## src/rtl/upsampling_pkg.sv

```systemverilog
// Shared scope package for the 8-bit sample path: sample width and the
// interpolator state encoding.
package upsampling_pkg;

    localparam int SAMPLE_W = 8;

    // EMPTY: no previous sample held; PRIMED: previous sample held, idle;
    // EMIT: emitting the FACTOR interpolated beats of one group.
    typedef enum logic [1:0] {
        ST_EMPTY  = 2'd0,
        ST_PRIMED = 2'd1,
        ST_EMIT   = 2'd2
    } state_e;

endpackage : upsampling_pkg

```

## src/rtl/upsampling.sv

```systemverilog
// Linear-interpolating upsampler: every accepted input sample produces
// 2^LOG2_FACTOR output beats stepping from the previous sample toward the
// current one. Ready/valid on both sides; stalls hold the output stable.
module upsampling
    import upsampling_pkg::*;
#(
    parameter int LOG2_FACTOR = 2
) (
    input  logic                iClk,
    input  logic                iRst,
    input  logic [SAMPLE_W-1:0] iData,
    input  logic                iData_Valid,
    output logic                oReady,
    output logic [SAMPLE_W-1:0] oData,
    output logic                oData_Valid,
    input  logic                iReady
);

    // The accumulator holds the sample scaled by FACTOR, so the fractional
    // part of each step is kept and the output is a plain bit slice (floor).
    localparam int                     ACC_W  = SAMPLE_W + LOG2_FACTOR;
    localparam logic [LOG2_FACTOR-1:0] K_LAST = '1;

    state_e                     r_state;
    state_e                     w_state_next;
    logic [SAMPLE_W-1:0]        r_prev;
    logic [SAMPLE_W-1:0]        r_cur;
    logic signed [SAMPLE_W:0]   r_diff;
    logic [ACC_W-1:0]           r_acc;
    logic [LOG2_FACTOR-1:0]     r_k;

    logic                       w_ready;
    logic                       w_prime;
    logic                       w_load;
    logic                       w_step;
    logic                       w_end;
    logic [SAMPLE_W-1:0]        w_base;
    logic signed [SAMPLE_W:0]   w_diff_new;
    logic [ACC_W-1:0]           w_diff_ext;

    // The new group starts from w_base: prev when leaving PRIMED, cur when
    // chaining straight out of the last beat of the previous group.
    assign w_diff_new = $signed({1'b0, iData}) - $signed({1'b0, w_base});

    // Sign-extend the step to accumulator width; the sum wraps modulo 2^ACC_W
    // but the true result always lies between prev<<L and cur<<L.
    assign w_diff_ext = ACC_W'(r_diff);

    // State register.
    always_ff @(posedge iClk) begin
        // NOTE: sequential state uses non-blocking assignments so every
        // register samples values from before the edge, independent of order.
        if (iRst) begin
            r_state <= ST_EMPTY;
        end else begin
            r_state <= w_state_next;
        end
    end

    // Next-state, input-ready and datapath control decode.
    always_comb begin
        // NOTE: every output of this block gets a default first, so no path
        // leaves one unassigned and no latch is inferred.
        w_state_next = r_state;
        w_ready      = 1'b0;
        w_prime      = 1'b0;
        w_load       = 1'b0;
        w_step       = 1'b0;
        w_end        = 1'b0;
        w_base       = r_prev;

        case (r_state)
            ST_EMPTY: begin
                w_ready = 1'b1;
                if (iData_Valid) begin
                    w_prime      = 1'b1;
                    w_state_next = ST_PRIMED;
                end
            end
            ST_PRIMED: begin
                w_ready = 1'b1;
                if (iData_Valid) begin
                    w_load       = 1'b1;
                    w_state_next = ST_EMIT;
                end
            end
            ST_EMIT: begin
                if (iReady) begin
                    if (r_k == K_LAST) begin
                        // Last beat completing: the current sample becomes prev,
                        // and a simultaneous input chains the next group.
                        w_ready = 1'b1;
                        w_end   = 1'b1;
                        w_base  = r_cur;
                        if (iData_Valid) begin
                            w_load = 1'b1;
                        end else begin
                            w_state_next = ST_PRIMED;
                        end
                    end else begin
                        w_step = 1'b1;
                    end
                end
            end
            default: begin
                w_state_next = ST_EMPTY;
            end
        endcase

        if (iRst) begin
            w_ready = 1'b0;
        end
    end

    // Sample, step and accumulator registers.
    always_ff @(posedge iClk) begin
        if (iRst) begin
            r_prev <= '0;
            r_cur  <= '0;
            r_diff <= '0;
            r_acc  <= '0;
            r_k    <= '0;
        end else begin
            if (w_prime) begin
                r_prev <= iData;
            end
            if (w_end) begin
                r_prev <= r_cur;
            end
            if (w_load) begin
                r_cur  <= iData;
                r_diff <= w_diff_new;
                r_acc  <= ACC_W'(w_base) << LOG2_FACTOR;
                r_k    <= '0;
            end else if (w_step) begin
                r_acc  <= r_acc + w_diff_ext;
                r_k    <= r_k + 1'b1;
            end
        end
    end

    assign oData       = r_acc[ACC_W-1 -: SAMPLE_W];
    assign oData_Valid = (r_state == ST_EMIT);
    assign oReady      = w_ready;

endmodule : upsampling

```

## config.mk

```make
export PLATFORM = sky130hd
export DESIGN_NAME = upsampling
export DESIGN_NICKNAME = d
export VERILOG_FILES = /design/src/rtl/upsampling_pkg.sv /design/src/rtl/upsampling.sv
export SDC_FILE = /design/constraint.sdc
export NUM_CORES = 1
export LEC_CHECK = 0
export ABC_AREA = 1
export BUFFER_PORTS_ARGS = -buffer_cell sky130_fd_sc_hd__buf_2
export CAP_MARGIN = 20
export CORE_ASPECT_RATIO = 0.8
export CORE_MARGIN = 10
export CORE_UTILIZATION = 64
export CTS_CLUSTER_SIZE = 20
export DETAILED_ROUTE_END_ITERATION = 7
export PLACE_DENSITY = 0.94
export SYNTH_ARGS = -nofsm -noshare
export SYNTH_HDL_FRONTEND = slang
export SYNTH_SLANG_ARGS = --single-unit
export TNS_END_PERCENT = 20
```

## constraint.sdc

```tcl
create_clock -name iClk -period 7.7 [get_ports iClk]
set_clock_uncertainty 0.1 [all_clocks]
set_input_delay 1.54 -clock iClk [delete_from_list [all_inputs] [get_ports iClk]]
set_output_delay 1.54 -clock iClk [all_outputs]
set_load 0.1 [all_outputs]
```

Word level (Yosys, flattened, before mapping)
Index checks and enable logic that the tools add are counted.

Register bits: 39. Output and inout port bits: 10. Word-level logic and storage cells: 50.

$add $sub $neg: 3. Equality and inequality tests: 8. Multiplexer cells: 26. Reductions and logical operators: 6.

Operators with widths (count): $mux 8 (5); $mux 10 (2); $mux 1 (11); $add 10x10->10 (1); $mux 2 (5); $sub 8x8->9 (1); $ne 2x2->1 const B (3); $pmux 2 s3 (1); $reduce_and 5->1 (1); $eq 2x2->1 const B (2); $ne 2x1->1 const B (2); $pmux 1 s2 (2); $reduce_bool 2->1 (2); $reduce_or 2->1 (2); $add 2x1->2 const B (1); $eq 2x1->1 const B (1); $logic_not 2->1 (1).

Longest topological paths before layout
Gate-level depths: netlist (run 1).

Word-level depth: 6. Gate-level depth with buffers: 19. Depth with buffers taken out: 18.

Least setup slack after synthesis (run 1)
OpenSTA, ideal clock, no wires.

Path kind: input to output. Start: input port iReady. End: output port oReady. Arrival: 4103 ps. Required time: 6060 ps. Slack: 1957 ps. Stages on the path: 3. Path buffers: 1. Path through: nand3_2 buf_6 a311oi_1.

Word-level cells in the longest chain between the ends: 3.

RTL lines: start, declared (line upsampling.sv:16) `input logic iReady`; $mux 1 (line upsampling.sv:88) `if (iReady) begin`; $pmux 1 s2 (line upsampling.sv:72) `case (r_state)`; $mux 1 (line upsampling.sv:110) `if (iRst) begin`; end, declared (line upsampling.sv:13) `output logic oReady,`.

No other way between the ends.

Worst setup path in the final report (run 1)
Same ends and word-level chain as after synthesis.

==> results.txt, run 1 <==
----------------------------------------------------
[Logic synthesis]
  Synthesis Warnings ... 0
  Syn Std Cell Area ... 2500 µm²
  Syn_nets ... 390
  Cell count after synthesis ... 357
  Number of synthesized flops with an enable pin ... 0
  Proportion of register bits with asynchronous set or reset after synthesis ... 0
  Most frequently used flop master after synthesis ... dfxtp_1
  Netlist cell types ... 38
  Register area share after synthesis ... 0.313
  Mean area per synthesized cell ... 6.99 µm²
  Flop and latch count out of synthesis ... 39

[Power]
  Pwr dens ... 245 nW/µm²
  Peak supply drop ... 0.204 mV
  Leak Pwr ... 0.00136 µW

[Worst setup path]
  Worst path required time ... 6.06 ns
  Capturing element type of the critical path ... output pin
  Start of the worst register-to-register path ... r_state[0]$_SDFFE_PP0P_
  Length in cells of the worst reg-to-reg path ... 16
  Startpoint type of the worst setup path ... primary input
  Worst-path fanout max ... 11
  Data arrival time of the critical path ... 2.70 ns
  Timing startpoint of the critical path ... iReady
  Slack of the worst reg-to-reg path ... 4.43 ns
  Classification of the worst setup path ... in -> out
  Reg-to-reg endpoint ... r_diff[7]$_SDFFE_PP0P_

[GRT]
  Largest net degree at the start of global routing ... 17
  First-pass GRT wire length ... 9930 µm
  Number of antenna violations at the first check in global routing ... 0
  Vias in the first global route ... 2206
  Total routing usage reported by global routing ... 0.179
  Overall overflow remaining after global route ... 0

[Clock network]
  Root buffer cell ... clkbuf_8
  Number of H-tree branching levels ... 2
  Worst-skew pair later-pin latency ... 0.30 ns
  CTS buffer count ... 5
  Max Buffers Root-to-Sink ... 2
  Clk sinks ... 39
  Post-CTS repair timing setup buffer count ... 0
  Number of hold buffers added after cts ... 0
  Post-cts gate resize count ... 0
  TritonCTS clock tree ... done
  Clock-pin slew reported for the worst setup and hold paths after clock tree synthesis ... 0.07 ns

[Routing]
  Met2 wire length ... 2720 µm
  Via total after detailed routing ... 2366
  Highest routed metal layer ... met4
  DRC marker count from the first detailed-route iteration ... 113
  WL met1 ... 2710 µm
  Detailed-route DRC error count ... 0
  Detailed-routed wire length on met3 ... 373 µm
  Routed wire per std cell ... 13.8 µm
  Antenna Nets Post-Route ... 0
  Number of vias per cell after detailed routing ... 5.53
  Count of TritonRoute iterations in the first routing pass ... 5
  Detailed-route wire length ... 5910 µm

[STA]
  Max Clock Freq ... 230 MHz
  Final setup violation count ... 0
  Setup repair after global routing missed its margin ... no
  Portion of the clock cycle consumed by the worst path in the final layout ... 0.564
  Remaining max-slew budget at the tightest pin ... 0.664
  Final Hold Viols ... 0
  Final Critical Period ... 4.34 ns
  Slew Viols, Final ... 0
  Actual slew at the worst max-slew pin ... 0.499 ns
  Sum Neg Setup Slack ... 0 ns

[Layout]
  Area added between synthesis and finish ... 6.57%
  Footprint of the multi-input gates ... 1410 µm²
  Share of final-layout standard cells stronger than drive strength 1 ... 0.110
  Ant. Diodes ... 0
  Count of filler cells inserted in the layout ... 290
  Number of nets in the layout ... 405
  FF+latch area ... 781 µm²
  Area of all placed cells without fillers ... 2660 µm²

[Place]
  Post-DP HPWL ... 4510 µm
  Final weighted congestion in routability-driven placement ... 0.925
  Count of buffers from port buffering ... 21
  Placed Area ... 2570 µm²

[Min path]
  Type of the tightest min-delay check ... reg -> reg
  Worst hold path cell count ... 2
  Endpoint with the worst hold slack ... r_cur[7]$_SDFFE_PP0P_
  Launch point of the worst hold path ... r_cur[7]$_SDFFE_PP0P_

[Floorplan]
  Initial core utilization ... 0.661
  Die span in y ... 75.9 µm
  Cell row count ... 20
  Width of the die ... 89.8 µm
  Ports ... 22
  Die footprint ... 6810 µm²
  Std-Cell Core Area ... 3780 µm²

[Flow run]
  Total of max-cap violations ... 0

[Run status]
  Result of the run ... finished clean

----------------------------------------------------
## area by class of cell
cell class                 count  area share
clock buffer                   7      0.0287
clock inverter                 1     0.00188
inverter                      54      0.0762
multi-input combinational    250       0.532
sequential                    39       0.294
tap                           55      0.0259
timing repair buffer          22      0.0423
## worst max-delay path, cell delays in order
cell	delay [ns]
buf_2	0.14
nand3_2	0.28
a311oi_1	0.29
buf_2	0.46
## power by group
| part | switching, µW | internal (µW) | leakage [µW] |
|---|---|---|---|
| Sequential | 18.4 | 228 | 0.000316 |
| Clock | 70.5 | 63.5 | 0.0000422 |
| Combinational | 192 | 77.7 | 0.000999 |
| Total | 281 | 370 | 0.00136 |
## through the flow
step / util / instances / setup slack [ns] / hold slack, ns / power, µW
final: 0.704 / 428 / 3.36 / 0.371 / 651
after global routing: 0.704 / 428 / 3.22 / 0.397 / 695
after CTS: 0.702 / 427 / 3.35 / 0.371 / 647
after detailed placement: 0.680 / 419 / 3.37 / 0.351 / 512
after global placement: 0.680 / 419 / 3.40 / 0.342 / 501
after floorplan: - / 357 / 1.96 / 0.328 / 463
## flip-flops by register name (all words and copies together) (netlist names)
| register | count |
|---|---|
| r_acc | 10 |
| r_cur | 8 |
| r_diff | 9 |
| r_k | 2 |
| r_prev | 8 |
| r_state | 2 |
## cells by family after synthesis
logic type,after synthesis,synth area share
compound gates,69,0.165
xor+xnor,5,0.0175
buf+inv,68,0.121
flops,39,0.313
fa+ha+maj,21,0.111
simple gates,155,0.272
## worst max path at each step
stage | endpoint | cells after the start
detailed placement | oReady | 4
global placement | oReady | 4
global route | oReady | 4
CTS | oReady | 4
floorplan | oReady | 3
finish | oReady | 4
## cell usage after synthesis (3+ instances only)
master	count	area [µm²]
dfxtp_1	39	781
a31oi_1	5	31.3
xor2_1	5	43.8
or2_2	4	25.0
inv_1	51	191
nand3_1	24	120
o221ai_1	5	43.8
nor2_1	11	41.3
o21ai_0	25	125
o21ai_1	3	15.0
nand4_1	9	56.3
nand2_1	99	372
buf_4	8	60.1
ha_1	19	238
a21oi_1	19	95.1
o211ai_1	3	22.5
## cell usage in the layout, fill, tap and decap left out, types with 5 or more instances in the layout
master / synthesis / routed
dfxtp_1: 39 / 39
nand2_1: 99 / 99
buf_2: 1 / 21
a21oi_1: 19 / 19
ha_1: 19 / 19
xor2_1: 5 / 5
nor2_1: 11 / 11
o221ai_1: 5 / 5
nand3_1: 24 / 24
nand4_1: 9 / 9
clkbuf_8: 0 / 5
inv_1: 51 / 51
a31oi_1: 5 / 5
o21ai_0: 25 / 25
## per-layer routing
metal / global-route usage / up-vias
met3: 0.0522 / 15
met5: 0 / -
met2: 0.310 / 63
li1: - / 1201
met4: 0.0590 / 0
met1: 0.211 / 1087
(Power assumes the default switching activity.)
==> run 2, diff against run 1 <==
- CORE_UTILIZATION: 64 -> 59
- PLACE_DENSITY: 0.94 -> 0.88
- clock period: 7.7 -> 4.2 ns (I/O delays scaled with it)
==> run 2 against run 1 <==
Net effect: via count down 0.59%; total power up 84%; register-to-register slack worse by 3.3 ns; die area up 6.4%; non-clock buffer count unchanged; worst setup slack worse by 2.2 ns; global-route usage down 1.6 points; first-iteration DRC count up 33%; flip-flop and latch count unchanged; final cell count up 0.23%; critical path depth up 12; critical endpoint is now r_diff[8]$_SDFFE_PP0P_; highest routed layer unchanged.
==> results.txt, run 2 (synthesis results as in run 1) <==
----------------------------------------------------
[Place]
  Final weighted congestion in routability-driven placement ... 0.877
  Count of buffers from port buffering ... 21
  Worst-case setup slack after placement ... 0.940 ns
  Placed Area ... 2590 µm²
  Post-DP HPWL ... 4480 µm

[Floorplan]
  Cell row count ... 21
  Die footprint ... 7250 µm²
  Width of the die ... 92.7 µm
  Ports ... 22
  Std-Cell Core Area ... 4130 µm²
  Die span in y ... 78.2 µm
  Initial core utilization ... 0.605

[Clock network]
  Number of H-tree branching levels ... 2
  Clock-pin slew reported for the worst setup and hold paths after clock tree synthesis ... 0.08 ns
  CTS buffer count ... 5
  Root buffer cell ... clkbuf_8
  Max Buffers Root-to-Sink ... 2
  TritonCTS clock tree ... done
  Clk sinks ... 39
  Worst-skew pair later-pin latency ... 0.29 ns
  Post-CTS repair timing setup buffer count ... 0
  Number of hold buffers added after cts ... 0
  Post-cts gate resize count ... 0

[Layout]
  Commonest cells after routing, fill and taps aside ... nand2_1 (99), inv_1 (51), dfxtp_1 (39)
  Max FFs per register ... 10
  Utilization after layout ... 0.648
  Commonest non-fill, non-tap cell in the layout ... nand2_1
  Biggest registers after layout ... r_acc: 10 flops, r_diff: 9 flops
  Area of all placed cells without fillers ... 2680 µm²
  Area added between synthesis and finish ... 7.17%
  Footprint of the multi-input gates ... 1420 µm²
  Register name with the most flops ... r_acc
  Share of final-layout standard cells stronger than drive strength 1 ... 0.116
  Count of filler cells inserted in the layout ... 371
  Ant. Diodes ... 0
  FF+latch area ... 781 µm²
  Number of nets in the layout ... 405

[Worst setup path]
  Capturing element type of the critical path ... flop
  Worst path required time ... 4.28 ns
  Data arrival time of the critical path ... 3.17 ns
  Length in cells of the worst reg-to-reg path ... 16
  Reg-to-reg endpoint ... r_diff[8]$_SDFFE_PP0P_
  Start of the worst register-to-register path ... r_state[0]$_SDFFE_PP0P_
  Startpoint type of the worst setup path ... flop
  Slack of the worst reg-to-reg path ... 1.11 ns
  Classification of the worst setup path ... reg -> reg
  Timing startpoint of the critical path ... r_state[0]$_SDFFE_PP0P_
  Worst-path fanout max ... 11

[Routing]
  Number of vias per cell after detailed routing ... 5.48
  Count of TritonRoute iterations in the first routing pass ... 4
  Antenna Nets Post-Route ... 0
  Detailed-route DRC error count ... 0
  Via total after detailed routing ... 2352
  Routed wire per std cell ... 13.2 µm
  Detailed-route wire length ... 5670 µm
  DRC marker count from the first detailed-route iteration ... 150

[STA]
  Remaining max-slew budget at the tightest pin ... 0.651
  Final Hold Viols ... 0
  Sum Neg Setup Slack ... 0 ns
  Worst hold-check slack ... 0.370 ns
  Actual slew at the worst max-slew pin ... 0.522 ns
  Post-route worst setup slack ... 1.11 ns
  Slew Viols, Final ... 0
  Portion of the clock cycle consumed by the worst path in the final layout ... 0.735
  Setup repair after global routing missed its margin ... no
  Final setup violation count ... 0
  Max Clock Freq ... 324 MHz
  Final Critical Period ... 3.09 ns

[GRT]
  Total routing usage reported by global routing ... 0.163
  Overall overflow remaining after global route ... 0
  Vias in the first global route ... 2218
  Number of antenna violations at the first check in global routing ... 0
  Largest net degree at the start of global routing ... 15
  First-pass GRT wire length ... 9950 µm

[Min path]
  Worst hold path cell count ... 2
  Endpoint with the worst hold slack ... r_cur[0]$_SDFFE_PP0P_
  Type of the tightest min-delay check ... reg -> reg
  Launch point of the worst hold path ... r_cur[0]$_SDFFE_PP0P_

[Run status]
  Result of the run ... finished clean

[Flow run]
  Total of max-cap violations ... 0

[Power]
  Pwr dens ... 448 nW/µm²
  Peak supply drop ... 0.351 mV
  Leak Pwr ... 0.00136 µW

----------------------------------------------------
[run 2: through the flow]
| step | instances | power (µW) |
|---|---|---|
| finish | 429 | 1200 |
| CTS | 429 | 1200 |
| detailed placement | 422 | 944 |
| global placement | 422 | 930 |
| floorplan | 357 | 853 |
| global route | 429 | 1280 |
[run 2: report_power, final]
part / total, µW / leakage, µW / internal, µW / switching (µW)
combinational: 491 / 0.00100 / 144 / 347
clock: 256 / 0.0000470 / 129 / 127
sequential: 451 / 0.000316 / 419 / 32.2
[run 2: area by class of cell]
type	count	area share
clock inverter	1	0.00187
sequential	39	0.292
inverter	54	0.0758
tap	57	0.0267
timing repair buffer	22	0.0421
multi-input combinational	250	0.531
clock buffer	6	0.0309
[run 2: worst max path at each step]
stage / endpoint / slack, ns / cells past startpoint
3_3_place_gp: r_diff[8]$_SDFFE_PP0P_ / 1.08 / 15
4_1_cts: r_diff[8]$_SDFFE_PP0P_ / 1.15 / 16
6_report: r_diff[8]$_SDFFE_PP0P_ / 1.11 / 16
2_1_floorplan: oReady / 0.26 / 5
5_1_grt: r_diff[8]$_SDFFE_PP0P_ / 0.74 / 16
3_5_place_dp: r_diff[8]$_SDFFE_PP0P_ / 0.94 / 15
[run 2: worst max-delay path, stage by stage (launching register included)]
cell and delay [ns]:
dfxtp_1 0.36, inv_1 0.09, ha_1 0.30, nand3_2 0.27, clkinv_1 0.28, nand2_1 0.14, o21ai_0 0.15, ha_1 0.25
fa_1 0.41, nor2_1 0.11, o21ai_0 0.08, nand2_1 0.10, nand2_1 0.07, nand2_1 0.09, nand2_1 0.06, nand4_1 0.06
nand2_1 0.06
[run 2: metal layers]
metal  up-vias  track usage  wire, µm
met1      1072        0.209      2710
met5         -            0         0
met3         6       0.0323       348
li1       1199            -         -
met4         0       0.0415        50
met2        75        0.272      2560
